<file path="src/rtl/serial_add_sub_pkg.sv">
// Shared definitions for the bit-serial arithmetic blocks: FSM state encoding
// and the iteration-counter width helper.
package serial_arith_pkg;

    typedef enum logic [1:0] {
        IDLE  = 2'd0,
        SHIFT = 2'd1,
        DONE  = 2'd2
    } state_e;

    // A 2-bit operand still needs a 1-bit counter, so the width never drops to zero.
    function automatic int cnt_width(input int width);
        return (width > 2) ? $clog2(width) : 1;
    endfunction

endpackage

</file>
<file path="src/rtl/serial_add_sub_if.sv">
// Request/response bundle for serial_add_sub: operands and start in, status and
// result out.
interface serial_add_sub_if #(
    parameter int WIDTH = 8
);
    logic             start;
    logic             sub;
    logic [WIDTH-1:0] a;
    logic [WIDTH-1:0] b;
    logic             busy;
    logic             done;
    logic [WIDTH-1:0] result;
    logic             carry_out;
    logic             overflow;

    modport master (
        output start, sub, a, b,
        input  busy, done, result, carry_out, overflow
    );

    modport slave (
        input  start, sub, a, b,
        output busy, done, result, carry_out, overflow
    );
endinterface

</file>
<file path="src/rtl/serial_add_sub_carry_cell.sv">
// Combinational full-adder cell: 3-input XOR sum and majority carry. Shared by the
// serial arithmetic blocks.
module carry_cell (
    input  logic ci,
    input  logic x,
    input  logic y,
    output logic s,
    output logic co
);
    assign s  = ci ^ x ^ y;
    assign co = (x & y) | (x & ci) | (y & ci);
endmodule

</file>
<file path="src/rtl/serial_add_sub.sv">
// Bit-serial two's-complement adder/subtractor: one bit per clock, LSB first.
// A single carry flop feeds a combinational full-adder cell.
module serial_add_sub
    import serial_arith_pkg::*;
#(
    parameter int WIDTH = 8
) (
    input  logic              clk,
    input  logic              rst,
    serial_add_sub_if.slave   bus
);
    localparam int             CW   = cnt_width(WIDTH);
    localparam logic [CW-1:0]  LAST = CW'(WIDTH - 1);

    state_e           r_state;
    state_e           w_next;
    logic [WIDTH-1:0] r_a_sh;
    logic [WIDTH-1:0] r_b_sh;
    logic [WIDTH-1:0] r_res_sh;
    logic [WIDTH-1:0] r_result;
    logic [CW-1:0]    r_cnt;
    logic             r_carry;
    logic             r_carry_out;
    logic             r_overflow;
    logic             r_busy;
    logic             r_done;
    logic             w_load;
    logic             w_last;
    logic             w_s;
    logic             w_c;

    carry_cell u_carry_cell (
        .ci (r_carry),
        .x  (r_a_sh[0]),
        .y  (r_b_sh[0]),
        .s  (w_s),
        .co (w_c)
    );

    // NOTE: every signal gets a default before the case so no path leaves a latch.
    always_comb begin
        w_next = r_state;
        w_load = 1'b0;
        w_last = 1'b0;
        case (r_state)
            IDLE: begin
                if (bus.start) begin
                    w_load = 1'b1;
                    w_next = SHIFT;
                end
            end
            SHIFT: begin
                if (r_cnt == LAST) begin
                    w_last = 1'b1;
                    w_next = DONE;
                end
            end
            DONE: begin
                w_load = bus.start;
                w_next = bus.start ? SHIFT : IDLE;
            end
            default: w_next = IDLE;
        endcase
    end

    // NOTE: state uses non-blocking assignment so every flop samples pre-edge values.
    always_ff @(posedge clk or posedge rst) begin
        if (rst) begin
            r_state <= IDLE;
            r_busy  <= 1'b0;
            r_done  <= 1'b0;
        end else begin
            r_state <= w_next;
            r_busy  <= (w_next == SHIFT);
            r_done  <= (w_next == DONE);
        end
    end

    // Sum bits collect in r_res_sh; r_result only changes on load (clear) and the
    // final shift, so the visible result never shows partial sums.
    always_ff @(posedge clk or posedge rst) begin
        if (rst) begin
            r_a_sh      <= '0;
            r_b_sh      <= '0;
            r_res_sh    <= '0;
            r_result    <= '0;
            r_cnt       <= '0;
            r_carry     <= 1'b0;
            r_carry_out <= 1'b0;
            r_overflow  <= 1'b0;
        end else if (w_load) begin
            r_a_sh   <= bus.a;
            r_b_sh   <= bus.sub ? ~bus.b : bus.b;
            r_carry  <= bus.sub;
            r_cnt    <= '0;
            r_res_sh <= '0;
            r_result <= '0;
        end else if (r_state == SHIFT) begin
            r_a_sh   <= r_a_sh >> 1;
            r_b_sh   <= r_b_sh >> 1;
            r_res_sh <= {w_s, r_res_sh[WIDTH-1:1]};
            r_carry  <= w_c;
            r_cnt    <= r_cnt + CW'(1);
            if (w_last) begin
                r_result    <= {w_s, r_res_sh[WIDTH-1:1]};
                r_carry_out <= w_c;
                // Carry into the MSB differs from carry out of it: signed overflow.
                r_overflow  <= w_c ^ r_carry;
            end
        end
    end

    assign bus.busy      = r_busy;
    assign bus.done      = r_done;
    assign bus.result    = r_result;
    assign bus.carry_out = r_carry_out;
    assign bus.overflow  = r_overflow;

endmodule

</file>
<file path="src/flat_wrapper.sv">
// flat-port wrapper written by rule: the top's interface ports become plain ports
module serial_add_sub_flat import serial_arith_pkg::*;
#(
    parameter int WIDTH = 8
)
  (clk, rst, bus_start, bus_sub, bus_a, bus_b, bus_busy, bus_done, bus_result, bus_carry_out, bus_overflow);
  serial_add_sub_if #(.WIDTH(WIDTH)) bus_i ();
  input  logic clk;
  input  logic rst;
  input wire logic [$bits(bus_i.start)-1:0] bus_start;
  input wire logic [$bits(bus_i.sub)-1:0] bus_sub;
  input wire logic [$bits(bus_i.a)-1:0] bus_a;
  input wire logic [$bits(bus_i.b)-1:0] bus_b;
  output wire logic [$bits(bus_i.busy)-1:0] bus_busy;
  output wire logic [$bits(bus_i.done)-1:0] bus_done;
  output wire logic [$bits(bus_i.result)-1:0] bus_result;
  output wire logic [$bits(bus_i.carry_out)-1:0] bus_carry_out;
  output wire logic [$bits(bus_i.overflow)-1:0] bus_overflow;
  assign bus_i.start = bus_start;
  assign bus_i.sub = bus_sub;
  assign bus_i.a = bus_a;
  assign bus_i.b = bus_b;
  assign bus_busy = bus_i.busy;
  assign bus_done = bus_i.done;
  assign bus_result = bus_i.result;
  assign bus_carry_out = bus_i.carry_out;
  assign bus_overflow = bus_i.overflow;
  serial_add_sub #(.WIDTH(WIDTH)) u_core (.clk(clk), .rst(rst), .bus(bus_i));
endmodule
</file>
<file path="config.mk">
export PLATFORM = sky130hd
export DESIGN_NAME = serial_add_sub_flat
export DESIGN_NICKNAME = d
export VERILOG_FILES = /design/src/rtl/serial_add_sub_pkg.sv /design/src/rtl/serial_add_sub_if.sv /design/src/rtl/serial_add_sub_carry_cell.sv /design/src/rtl/serial_add_sub.sv /design/src/flat_wrapper.sv
export SDC_FILE = /design/constraint.sdc
export NUM_CORES = 1
export LEC_CHECK = 0
export CAP_MARGIN = 40
export CORE_MARGIN = 2
export CORE_UTILIZATION = 39
export DETAILED_ROUTE_END_ITERATION = 12
export GPL_ROUTABILITY_DRIVEN = 1
export HOLD_SLACK_MARGIN = 0.15
export PLACE_DENSITY = 0.66
export SLEW_MARGIN = 20
export SYNTH_ARGS = -nofsm -noshare
export SYNTH_HDL_FRONTEND = slang
export SYNTH_SLANG_ARGS = --single-unit
</file>
<file path="constraint.sdc">
create_clock -name clk -period 1.6 [get_ports clk]
set_clock_uncertainty 0.05 [all_clocks]
set_input_delay 0.16 -clock clk [delete_from_list [all_inputs] [get_ports clk]]
set_output_delay 0.16 -clock clk [all_outputs]
set_load 0.03 [all_outputs]
</file>
# After elaboration in Yosys (flattened, before gate mapping)
# Cells that the tools add are included.
[word_totals]
regBits = 42
latch_bits = 0
ram_bits = 0
mem_bits_ro = 0
in_bits = 20
out_inout_bits = 12
word_cells = 54
mem_count = 0
[classes]
add_sub_neg = 1
multipliers = 0
div_mod_pow = 0
order_cmp = 0
eq_ne = 5
shifts = 0
muxes = 22
n_bitwise = 10
n_reduce_logical = 5
[op_table]
columns = ["op", "n"]
rows = [
  ["two-way mux 8 bit", 10],
  ["NOT 8 bit", 1],
  ["two-way mux 1 bit", 6],
  ["two-way mux 3 bit", 2],
  ["one-hot mux 2 bit (3 select lines)", 1],
  ["equality test 2 x 1 -> 1 bit, second input constant", 2],
  ["equality test 2 bit, second input constant", 2],
  ["two-way mux 2 bit", 2],
  ["nonzero test 2 bit", 2],
  ["adder 3 x 1 -> 3 bit, second input constant", 1],
  ["AND 1 bit", 3],
  ["equality test 3 bit, second input constant", 1],
  ["AND reduction 3 bit", 1],
  ["bitwise XOR 1 bit", 3],
  ["logical NOT 2 bit", 1],
  ["bitwise OR 1 bit", 2],
  ["one-hot mux 1 bit (2 select lines)", 1],
  ["AND reduction 2 bit", 1],
  ["NOT 1 bit", 1],
]

# Logic depth before layout (Yosys ltp)
# Gate-level depths: netlist of the first run.
[logic_depth]
word_depth = 6
ltp_mapped = 6
mapped_depth_nobuf = 6

# Hierarchy
# A second synthesis of the first run with hierarchy kept.
[unflattened]
cells_unflattened = 176
area_unflattened_um2 = 1779.2
[by_module_without_submodules]
columns = ["module", "n_inst", "cells_each", "area_per_inst_um2", "seq_area_each_um2"]
rows = [
  ["serial_add_sub", 1, 175, 1759.2, 1026.0],
  ["carry_cell", 1, 1, 20.0, 0.0],
]

# Least setup slack after synthesis of the first run
# OpenSTA, ideal clock, no wires.
[synth_timing]
kind = "register to register"
startpoint = "reg u_core.r_cnt[0]"
endpoint = "reg u_core.r_carry_out, in the netlist u_core.bus.carry_out"
t_arrival_ns = 1.214
required_ns = 1.432
path_slack_ns = 0.218
path_stages_with_launch = 7
period_less_slack_ns = 1.382
cell_sequence = "dfrtp_1 > ha_1 > ha_1 > nand3b_1 > clkinv_1 > nand2_1 > nand2_1"
[synth_between]
elab_chain_cells = 4
[synth_lines]
columns = ["item", "line_no", "source"]
rows = [
  ["start, declared", "serial_add_sub.sv:21", "logic [CW-1:0] r_cnt;"],
  ["start signal, assigned", "serial_add_sub.sv:103", "r_cnt <= r_cnt + CW'(1);"],
  ["equality test 3 bit", "serial_add_sub.sv:53", "if (r_cnt == LAST) begin"],
  ["two-way mux 1 bit", "serial_add_sub.sv:53", ""],
  ["two-way mux 1 bit", "serial_add_sub.sv:45", "case (r_state)"],
  ["AND reduction 3 bit (no line)", "-", ""],
  ["end signal, assigned", "serial_add_sub.sv:106", "r_carry_out <= w_c;"],
  ["end, declared", "serial_add_sub.sv:23", "logic r_carry_out;"],
]
# Every way passes these cells.
# A chain may end at the register's enable or synchronous reset.

# Final worst setup path of the first run
[layout_timing]
startpoint = "reg u_core.r_result[2], in the netlist u_core.bus.result[2]"
endpoint = "out bus_result[2]"
[layout_rtl]
columns = ["item", "line_no", "source"]
rows = [
  ["start, declared", "serial_add_sub.sv:20", "logic [WIDTH-1:0] r_result;"],
  ["start signal, assigned", "serial_add_sub.sv:105", "r_result <= {w_s, r_res_sh[WIDTH-1:1]};"],
  ["end, declared", "flat_wrapper.sv:16", "output wire logic [$bits(bus_i.result)-1:0] bus_result;"],
]
# No word-level cell between the ends.

==> results of run 1 <==
-- per-layer routing --
layer	GRT usage (%)	wire length [um]	vias up
met1	21.12	1676	593
met4	5.660	40	0
met5	0	0	-
met2	20.47	1393	33
met3	3.797	136	5
li1	-	-	665
-- worst min path at each step --
stage,start,end,slack (ps),cells after the start
3_5_place_dp,u_core.bus.carry_out$_DFFE_PP0P_,u_core.bus.carry_out$_DFFE_PP0P_,420,2
5_1_grt,rst,u_core.bus.result[0]$_DFFE_PP0P_,210,3
6_report,rst,u_core.bus.busy$_DFF_PP0_,180,3
3_3_place_gp,u_core.bus.carry_out$_DFFE_PP0P_,u_core.bus.carry_out$_DFFE_PP0P_,410,2
4_1_cts,rst,u_core.bus.busy$_DFF_PP0_,190,3
2_1_floorplan,bus_a[0],u_core.r_a_sh[0]$_DFFE_PP0P_,240,2
-- state kept, by name, summed over array words and instances, names as in the netlist, 2 cells and up --
name	cells
u_core.bus.result	8
u_core.r_a_sh	8
u_core.r_b_sh	8
u_core.r_res_sh	7
u_core.r_cnt	3
u_core.r_state	2
-- power groups by stage --
stage	sequential (mW)	clock (mW)	combinational, mW
finish	1.73	0.635	1.78
global route	1.79	0.697	2.00
CTS	1.74	0.655	1.81
detailed placement	1.75	0	1.81
global placement	1.75	0	1.80
floorplan	1.92	0	1.13
-- stage by stage --
stage / cell area (um2) / hold slack [ps] / instances / setup WS (ps) / power [mW]
detailed placement: 2167 / 416.5 / 256 / 109.5 / 3.558
finish: 2251 / 181.5 / 264 / 82.56 / 4.154
global route: 2251 / 207.1 / 264 / 24.20 / 4.494
floorplan: 1797 / 238.1 / 178 / 218.1 / 3.050
global placement: 2167 / 410.5 / 256 / 156.0 / 3.547
CTS: 2247 / 192.1 / 264 / 66.09 / 4.203
-- cell usage after synthesis (2+ instances only) --
| library cell | n |
|---|---|
| nand3_1 | 16 |
| a31oi_1 | 7 |
| buf_2 | 9 |
| nand2_1 | 49 |
| nor2_1 | 8 |
| a22o_1 | 7 |
| a22oi_1 | 7 |
| nand2b_1 | 2 |
| inv_1 | 2 |
| dfrtp_1 | 41 |
| ha_1 | 2 |
| a21oi_1 | 4 |
| buf_6 | 2 |
| o21ai_0 | 4 |
| xor2_1 | 8 |
-- area by class of cell --
| class | count | area (um2) | area share (%) |
|---|---|---|---|
| Timing Repair Buffer | 38 | 387.9 | 17.23 |
| Multi-Input combinational cell | 122 | 676.9 | 30.07 |
| Tap cell | 52 | 65.06 | 2.890 |
| Clock buffer | 8 | 80.08 | 3.558 |
| Sequential cell | 41 | 1026 | 45.58 |
| Inverter | 3 | 15.01 | 0.6670 |
-- cell usage in the layout, fill, tap and decap left out, drive strengths merged --
cell           Yosys  layout
a21oi              4       4
a22o               7       7
a22oi              7       7
a31oi              7       7
and2b              1       1
buf               12       7
clkbuf             0       8
clkdlybuf4s50      0      31
clkinvlp           0       1
dfrtp             41      41
fa                 1       1
ha                 2       2
inv                2       2
nand2             49      49
nand2b             2       2
nand3             16      16
nand3b             1       1
nor2               9       9
nor2b              1       1
nor3               1       1
o21ai              4       4
o22ai              1       1
xnor2              1       1
xor2               8       8
-- timing repair --
action,4_1_cts,5_1_grt
setup endpoints to repair,0,5
hold buffers,0,0
gates resized for setup,0,1
-- logic make-up after synthesis --
group                    synth area share (%)
XOR/XNOR                                4.387
AO/OA/AOI/OAI                           11.35
flip-flops                              57.10
buffers and inverters                   5.222
AND/OR/NAND/NOR                         19.43
adder cells (fa/ha/maj)                 2.507
==> results_dict.tcl, run 1 <==
set metrics [dict create \
    start_kind "flip-flop" \
    path_clk_slew_ps 70 \
    relSlewSlack_pct 79.74 \
    p_seq_share_pct 41.8 \
    cts_tree "done" \
    syn_nets 201 \
    setup_viol 0 \
    synth.distinct_cells 25 \
    drc 0 \
    area_growth_pct 25.28 \
    port_buffers 31 \
    synth_area_per_cell_um2 10.09 \
    timing.setup.tns_ps 0 \
    synth_flop_cell "dfrtp_1" \
    grt_pass1_wl_um 5782 \
    sw_frac_of_total_pct 37.93 \
    cts_made_buffers 5 \
    drive_gt1_share_pct 7.547 \
    grt_use_total_pct 14.43 \
    first_pass_iters 4 \
    grt-ovfl-total 0 \
    ctsRootBufferMaster "clkbuf_8" \
    grt_max_degree 42 \
    dieArea_mm2 0.005166 \
    fin_util_pct 51.34 \
    reg2reg_depth 6 \
    critical_path.max_stage_delay_ps 670 \
    crit_arrival_ps 1310 \
    switchingPower_mw 1.575 \
    clk_latency_ps 290 \
    finalMaxSlewViolations 0 \
    start_util_pct 40.98 \
    crit_family "buffers and inverters" \
    r2r_end "u_core.bus.result[3]$_DFFE_PP0P_" \
    nNetsFinal 234 \
    yosys.area.top_type "dfrtp_1" \
    power.density_mw_per_mm2 1845 \
    netlist_area_mm2 0.001797 \
    maxCapViolations 0 \
    drtAntennaViolNets 0 \
    antenna_found_initial 0 \
    clkPwrFrac_pct 15.3 \
    core_area_mm2 0.004384 \
    fin_crit_sh_pct 94.84 \
    synth_edf_count 0 \
    die_w_um 71.88 \
    fillers 428 \
    post_drt_wl_per_cell_um 12.30 \
    first_iter_violations 114 \
    cpMaxStageDelayCell "clkdlybuf4s50_1" \
    pwr-share-comb_pct 42.9 \
    dpl.hpwl_um 2078 \
    cts_setup_buffers 0 \
    fp-row-count 24 \
    insertedDiodeCount 0 \
    netlist.area_leader.share_pct 57.10 \
    syn_inst 178 \
    crit_start "u_core.bus.result[2]$_DFFE_PP0P_" \
    synthArstFlopShare_pct 100.0 \
    ir_drop_mv 0.6738 \
    cts_buffer_depth 2 \
    reg2reg_from "u_core.r_cnt[0]$_DFFE_PP0P_" \
    crit_path_end "bus_result[2]" \
    cts.sinks 41 \
    tightest_slew_ps 303.0 \
    rrSetupSlack_ps 130 \
    via_per_inst 4.909 \
    fmax_ghz 0.6590 \
    cp.buffers_inverters 1 \
    hold_class "input pin to asynchronous set/reset pin" \
    critical_path_class "flip-flop to output port" \
    yosys_warnings 0 \
    internal_power_mw 2.578 \
    status "complete, no violations" \
    rsz0062_at_grt "no" \
    crit_chain "clkdlybuf4s50_1" \
    synth-seq-cells 41 \
    cp_data_required_time_ps 1390 \
    place.gp.congestion 0.7011 \
    end_kind "output port" \
    finalWirelength_um 3247 \
    fin_crit_ps 1517 \
    synth-seq-area-share_pct 57.10 \
    io_pins 32 \
    htreeDepth 2 \
    cp_num_cells 1 \
    die_h_um 71.88 \
    p_leak_nw 1.051 \
    crit_fanout 2 \
    first_global_vias 1246 \
    final-hold-violation-count 0 \
    dr_total_vias 1296 \
    synthTopCellsByArea "dfrtp_1 (57%), nand2_1 (10%), nand3_1 (4.5%)" \
]
Note: power is estimated with default switching activity, not from simulation.
==> inputs of run 2 (changes only) <==
--- a/config.mk
+++ b/config.mk
@@ -5,13 +5,14 @@
 export SDC_FILE = /design/constraint.sdc
 export NUM_CORES = 1
 export LEC_CHECK = 0
+export ABC_CLOCK_PERIOD_IN_PS = 1600
 export CAP_MARGIN = 40
 export CORE_MARGIN = 2
-export CORE_UTILIZATION = 39
+export CORE_UTILIZATION = 45
 export DETAILED_ROUTE_END_ITERATION = 12
 export GPL_ROUTABILITY_DRIVEN = 1
 export HOLD_SLACK_MARGIN = 0.15
-export PLACE_DENSITY = 0.66
+export PLACE_DENSITY = 0.74
 export SLEW_MARGIN = 20
 export SYNTH_ARGS = -nofsm -noshare
 export SYNTH_HDL_FRONTEND = slang
==> results_dict.tcl, run 2 (synthesized netlist as in run 1, its figures left out) <==
set metrics [dict create \
    grt_pass1_wl_um 6072 \
    crit_arrival_ps 1330 \
    cp.buffers_inverters 1 \
    critical_path.max_stage_delay_ps 670 \
    crit_fanout 2 \
    setup_viol 0 \
    cts_buffer_depth 2 \
    nNetsFinal 236 \
    grt_max_degree 42 \
    via_per_inst 5.202 \
    final_cell_mix "nand2_1 (49), dfrtp_1 (41), clkdlybuf4s50_1 (30)" \
    pwr-share-comb_pct 43.1 \
    fin_crit_ps 1538 \
    timing.setup.tns_ps 0 \
    place.gp.congestion 0.7668 \
    hold_class "input pin to asynchronous set/reset pin" \
    port_buffers 31 \
    crit_family "buffers and inverters" \
    io_pins 32 \
    p_leak_nw 1.077 \
    fin_crit_sh_pct 96.10 \
    cts_resized 0 \
    clk_latency_ps 300 \
    antenna_found_initial 0 \
    area_growth_pct 25.42 \
    grt-ovfl-total 0 \
    place_ws_ps 74.79 \
    cts_made_buffers 5 \
    htreeDepth 2 \
    dieArea_mm2 0.004514 \
    first_global_vias 1408 \
    end_kind "output port" \
    status "complete, no violations" \
    maxCapViolations 0 \
    drive_gt1_share_pct 9.346 \
    dr_total_vias 1363 \
    relSlewSlack_pct 68.99 \
    drtAntennaViolNets 0 \
    ctsRootBufferMaster "clkbuf_8" \
    instances_no_fill 262 \
    path_clk_slew_ps 80 \
    dpl.cell_count 254 \
    tightest_slew_ps 463.8 \
    crit_start "u_core.bus.overflow$_DFFE_PP0P_" \
    cp_data_required_time_ps 1390 \
    cts_hold_buf 0 \
    switchingPower_mw 1.632 \
    start_util_pct 47.99 \
    drc 0 \
    die_w_um 67.19 \
    start_kind "flip-flop" \
    internal_power_mw 2.586 \
    layout_commonest_cell "nand2_1" \
    fp-row-count 22 \
    fillers 332 \
    core_area_mm2 0.003744 \
    finalMaxSlewViolations 0 \
    cts_tree "done" \
    cts_setup_buffers 0 \
    hold_slack_ps 165.2 \
    grt_use_total_pct 18.29 \
    die_h_um 67.19 \
    critical_path_class "flip-flop to output port" \
    reg2reg_from "u_core.r_cnt[0]$_DFFE_PP0P_" \
    finalWirelength_um 3481 \
    post_drt_wl_per_cell_um 13.29 \
    first_pass_iters 4 \
    rsz0062_at_grt "yes" \
    cpMaxStageDelayCell "clkdlybuf4s50_1" \
    crit_chain "clkdlybuf4s50_1" \
    cts.sinks 41 \
    ir_drop_mv 0.8961 \
    dpl.hpwl_um 2476 \
    sw_frac_of_total_pct 38.70 \
    fmax_ghz 0.6504 \
    p_seq_share_pct 41.5 \
    first_iter_violations 94 \
    power.density_mw_per_mm2 1872 \
    final-hold-violation-count 0 \
    insertedDiodeCount 0 \
    timing.final.ws_setup_ps 62.45 \
    clkPwrFrac_pct 15.5 \
]
run 2: cell types whose count changed in the layout (fill, tap and decap cells not counted), sizes merged:
cell / previous run / this run
clkdlybuf4s50: 31 / 30
clkinv: 0 / 2
clkbuf: 8 / 6
buf: 7 / 9
dlymetal6s2s: 0 / 1
run 2: layout make-up:
class                      count  area, um2  area share (%)
clock buffer                   6      72.57           3.220
clock inverter                 2      10.01          0.4442
inverter                       3      15.01          0.6663
multi-input combinational    122      676.9           30.04
sequential                    41       1026           45.53
tap                           48      60.06           2.665
timing repair buffer          40      392.9           17.43
run 2: power by group through the flow:
stage          registers, mW  logic [mW]  clock network, mW
2_1_floorplan           1.92        1.13                  0
3_3_place_gp            1.74        1.76                  0
3_5_place_dp            1.77        1.83                  0
4_1_cts                 1.75        1.84              0.676
5_1_grt                 1.81        2.02              0.726
6_report                1.75        1.82              0.653
run 2: final timing paths:
check / to / slack (ps) / cells after the start
max in group asynchronous: u_core.r_a_sh[4]$_DFFE_PP0P_ / 1140 / 3
hold reg to reg: u_core.bus.carry_out$_DFFE_PP0P_ / 450 / 2
min in group clk: u_core.r_a_sh[6]$_DFFE_PP0P_ / 410 / 3
setup reg to reg: u_core.bus.carry_out$_DFFE_PP0P_ / 110 / 6
hold / removal: u_core.r_b_sh[0]$_DFFE_PP0P_ / 170 / 3
setup / recovery: bus_overflow / 60 / 1
run 2: stage by stage:
stage	power (mW)	utilization (%)	area, um2
after CTS	4.263	60.03	2247
after global placement	3.504	57.82	2165
after floorplan	3.050	-	1797
final	4.218	60.19	2253
after global routing	4.551	60.19	2253
after detailed placement	3.597	57.82	2165
run 2: routing by layer:
metal | GRT usage, % | vias to the layer above | part of all wire (%)
met4 | 10.46 | 0 | 2.4
met1 | 22.66 | 651 | 45
met2 | 29.08 | 37 | 48
met3 | 4.667 | 9 | 4.8
met5 | 0 | - | 0
li1 | - | 666 | -
==> inputs of run 3 (changes only) <==
--- a/config.mk
+++ b/config.mk
@@ -11,8 +11,7 @@
 export CORE_UTILIZATION = 45
 export DETAILED_ROUTE_END_ITERATION = 12
 export GPL_ROUTABILITY_DRIVEN = 1
-export HOLD_SLACK_MARGIN = 0.15
-export PLACE_DENSITY = 0.74
+export PLACE_DENSITY_LB_ADDON = 0.3
 export SLEW_MARGIN = 20
 export SYNTH_ARGS = -nofsm -noshare
 export SYNTH_HDL_FRONTEND = slang
==> results_dict.tcl, run 3 (synthesized netlist as in run 1, its figures left out) <==
set metrics [dict create \
    status "complete, no violations" \
    antenna_found_initial 0 \
    path_clk_slew_ps 70 \
    timing.final.ws_setup_ps 83.76 \
    pwr-share-comb_pct 43.3 \
    cp.buffers_inverters 1 \
    htreeDepth 2 \
    cts_made_buffers 5 \
    start_util_pct 47.99 \
    internal_power_mw 2.588 \
    grt_pass1_wl_um 5630 \
    timing.setup.tns_ps 0 \
    post_drt_wl_per_cell_um 12.92 \
    critical_path.max_stage_delay_ps 670 \
    setup_viol 0 \
    crit_arrival_ps 1310 \
    grt-ovfl-total 0 \
    p_leak_nw 1.049 \
    drtAntennaViolNets 0 \
    fmax_ghz 0.6595 \
    hold_class "input pin to asynchronous set/reset pin" \
    cts_buffer_depth 2 \
    p_seq_share_pct 41.9 \
    port_buffers 31 \
    cpMaxStageDelayCell "clkdlybuf4s50_1" \
    crit_family "buffers and inverters" \
    crit_fanout 2 \
    cts_tree "done" \
    dpl.hpwl_um 2421 \
    cp_data_required_time_ps 1390 \
    nNetsFinal 235 \
    power.density_mw_per_mm2 1866 \
    finalWirelength_um 3373 \
    switchingPower_mw 1.593 \
    maxCapViolations 0 \
    cts.sinks 41 \
    place_ws_ps 111.3 \
    rsz0062_at_grt "yes" \
    ir_drop_mv 0.8500 \
    tightest_slew_ps 477.1 \
    multi_input_area_um2 676.9 \
    drc 0 \
    first_iter_violations 70 \
    first_pass_iters 4 \
    fin_crit_sh_pct 94.77 \
    fin_crit_ps 1516 \
    clk_latency_ps 290 \
    fp-row-count 22 \
    rrSetupSlack_ps 120 \
    finalMaxSlewViolations 0 \
    sw_frac_of_total_pct 38.10 \
    grt_use_total_pct 16.96 \
    grt_max_degree 42 \
    clkPwrFrac_pct 14.8 \
    die_h_um 67.19 \
    fillers 323 \
    seqCellArea_mm2 0.001026 \
    layout_commonest_cell "nand2_1" \
    drive_gt1_share_pct 7.981 \
    start_kind "flip-flop" \
    dr_total_vias 1364 \
    final_cell_mix "nand2_1 (49), dfrtp_1 (41), clkdlybuf4s50_1 (31)" \
    ctsRootBufferMaster "clkbuf_8" \
    end_kind "output port" \
    dieArea_mm2 0.004514 \
    p_total_mw 4.181 \
    place.gp.congestion 0.7456 \
    core_area_mm2 0.003744 \
    io_pins 32 \
    insertedDiodeCount 0 \
    first_global_vias 1271 \
    relSlewSlack_pct 68.10 \
    critical_path_class "flip-flop to output port" \
    via_per_inst 5.226 \
    final-hold-violation-count 0 \
    area_growth_pct 24.72 \
    die_w_um 67.19 \
    crit_chain "clkdlybuf4s50_1" \
]
-- run 3: changes by cell type in the layout (fill, tap and decap cells not counted) --
cell | previous run | this run
buf_4 | 8 | 7
clkbuf_1 | 1 | 3
clkdlybuf4s50_1 | 30 | 31
clkinv_2 | 2 | 0
dlymetal6s2s_1 | 1 | 0
-- run 3: area by class of cell --
cell class / count / area share (%)
clock buffer: 8 / 3.573
inverter: 3 / 0.6700
sequential: 41 / 45.78
tap: 48 / 2.680
timing repair buffer: 39 / 17.09
multi-input combinational: 122 / 30.21
-- run 3: path summary, 6_finish.rpt --
check                      cells past startpoint                          endpoint                        startpoint
max                                            1                     bus_carry_out  u_core.bus.carry_out$_DFFE_PP0P_
max reg2reg                                    6  u_core.bus.result[5]$_DFFE_PP0P_       u_core.r_cnt[0]$_DFFE_PP0P_
min                                            3       u_core.r_cnt[0]$_DFFE_PP0P_                               rst
min in group clk                               3      u_core.r_a_sh[4]$_DFFE_PP0P_                          bus_a[4]
max in group asynchronous                      3      u_core.r_a_sh[6]$_DFFE_PP0P_                               rst
min reg2reg                                    2   u_core.bus.overflow$_DFFE_PP0P_   u_core.bus.overflow$_DFFE_PP0P_
-- run 3: power groups by stage --
stage | Clock (mW) | Sequential, mW | Combinational (mW)
final | 0.619 | 1.75 | 1.81
after global routing | 0.703 | 1.81 | 2.01
after CTS | 0.642 | 1.75 | 1.83
after detailed placement | 0 | 1.77 | 1.83
after global placement | 0 | 1.74 | 1.78
after floorplan | 0 | 1.92 | 1.13
-- run 3: routing by layer --
metal  routed length (um)  global-route usage [%]  vias to the layer above
met5                    0                       0                        -
met2                 1694                   28.96                       42
met3                  201                   4.000                        5
met1                 1440                   21.01                      656
met4                   38                   6.122                        0
li1                     -                       -                      661
-- run 3: repair_timing --
action,CTS,global route
resized for setup,0,1
hold buffers,0,0
setup buffers,0,0
setup endpoints to repair,0,9
-- run 3: through the flow --
stage | hold slack (ps) | instances | util, % | area, um2
finish | 181.6 | 261 | 59.86 | 2241
global route | 205.5 | 261 | 59.86 | 2241
CTS | 191.1 | 261 | 59.76 | 2237
detailed placement | 433.6 | 253 | 57.62 | 2157
global placement | 411.3 | 253 | 57.62 | 2157
floorplan | 238.1 | 178 | - | 1797
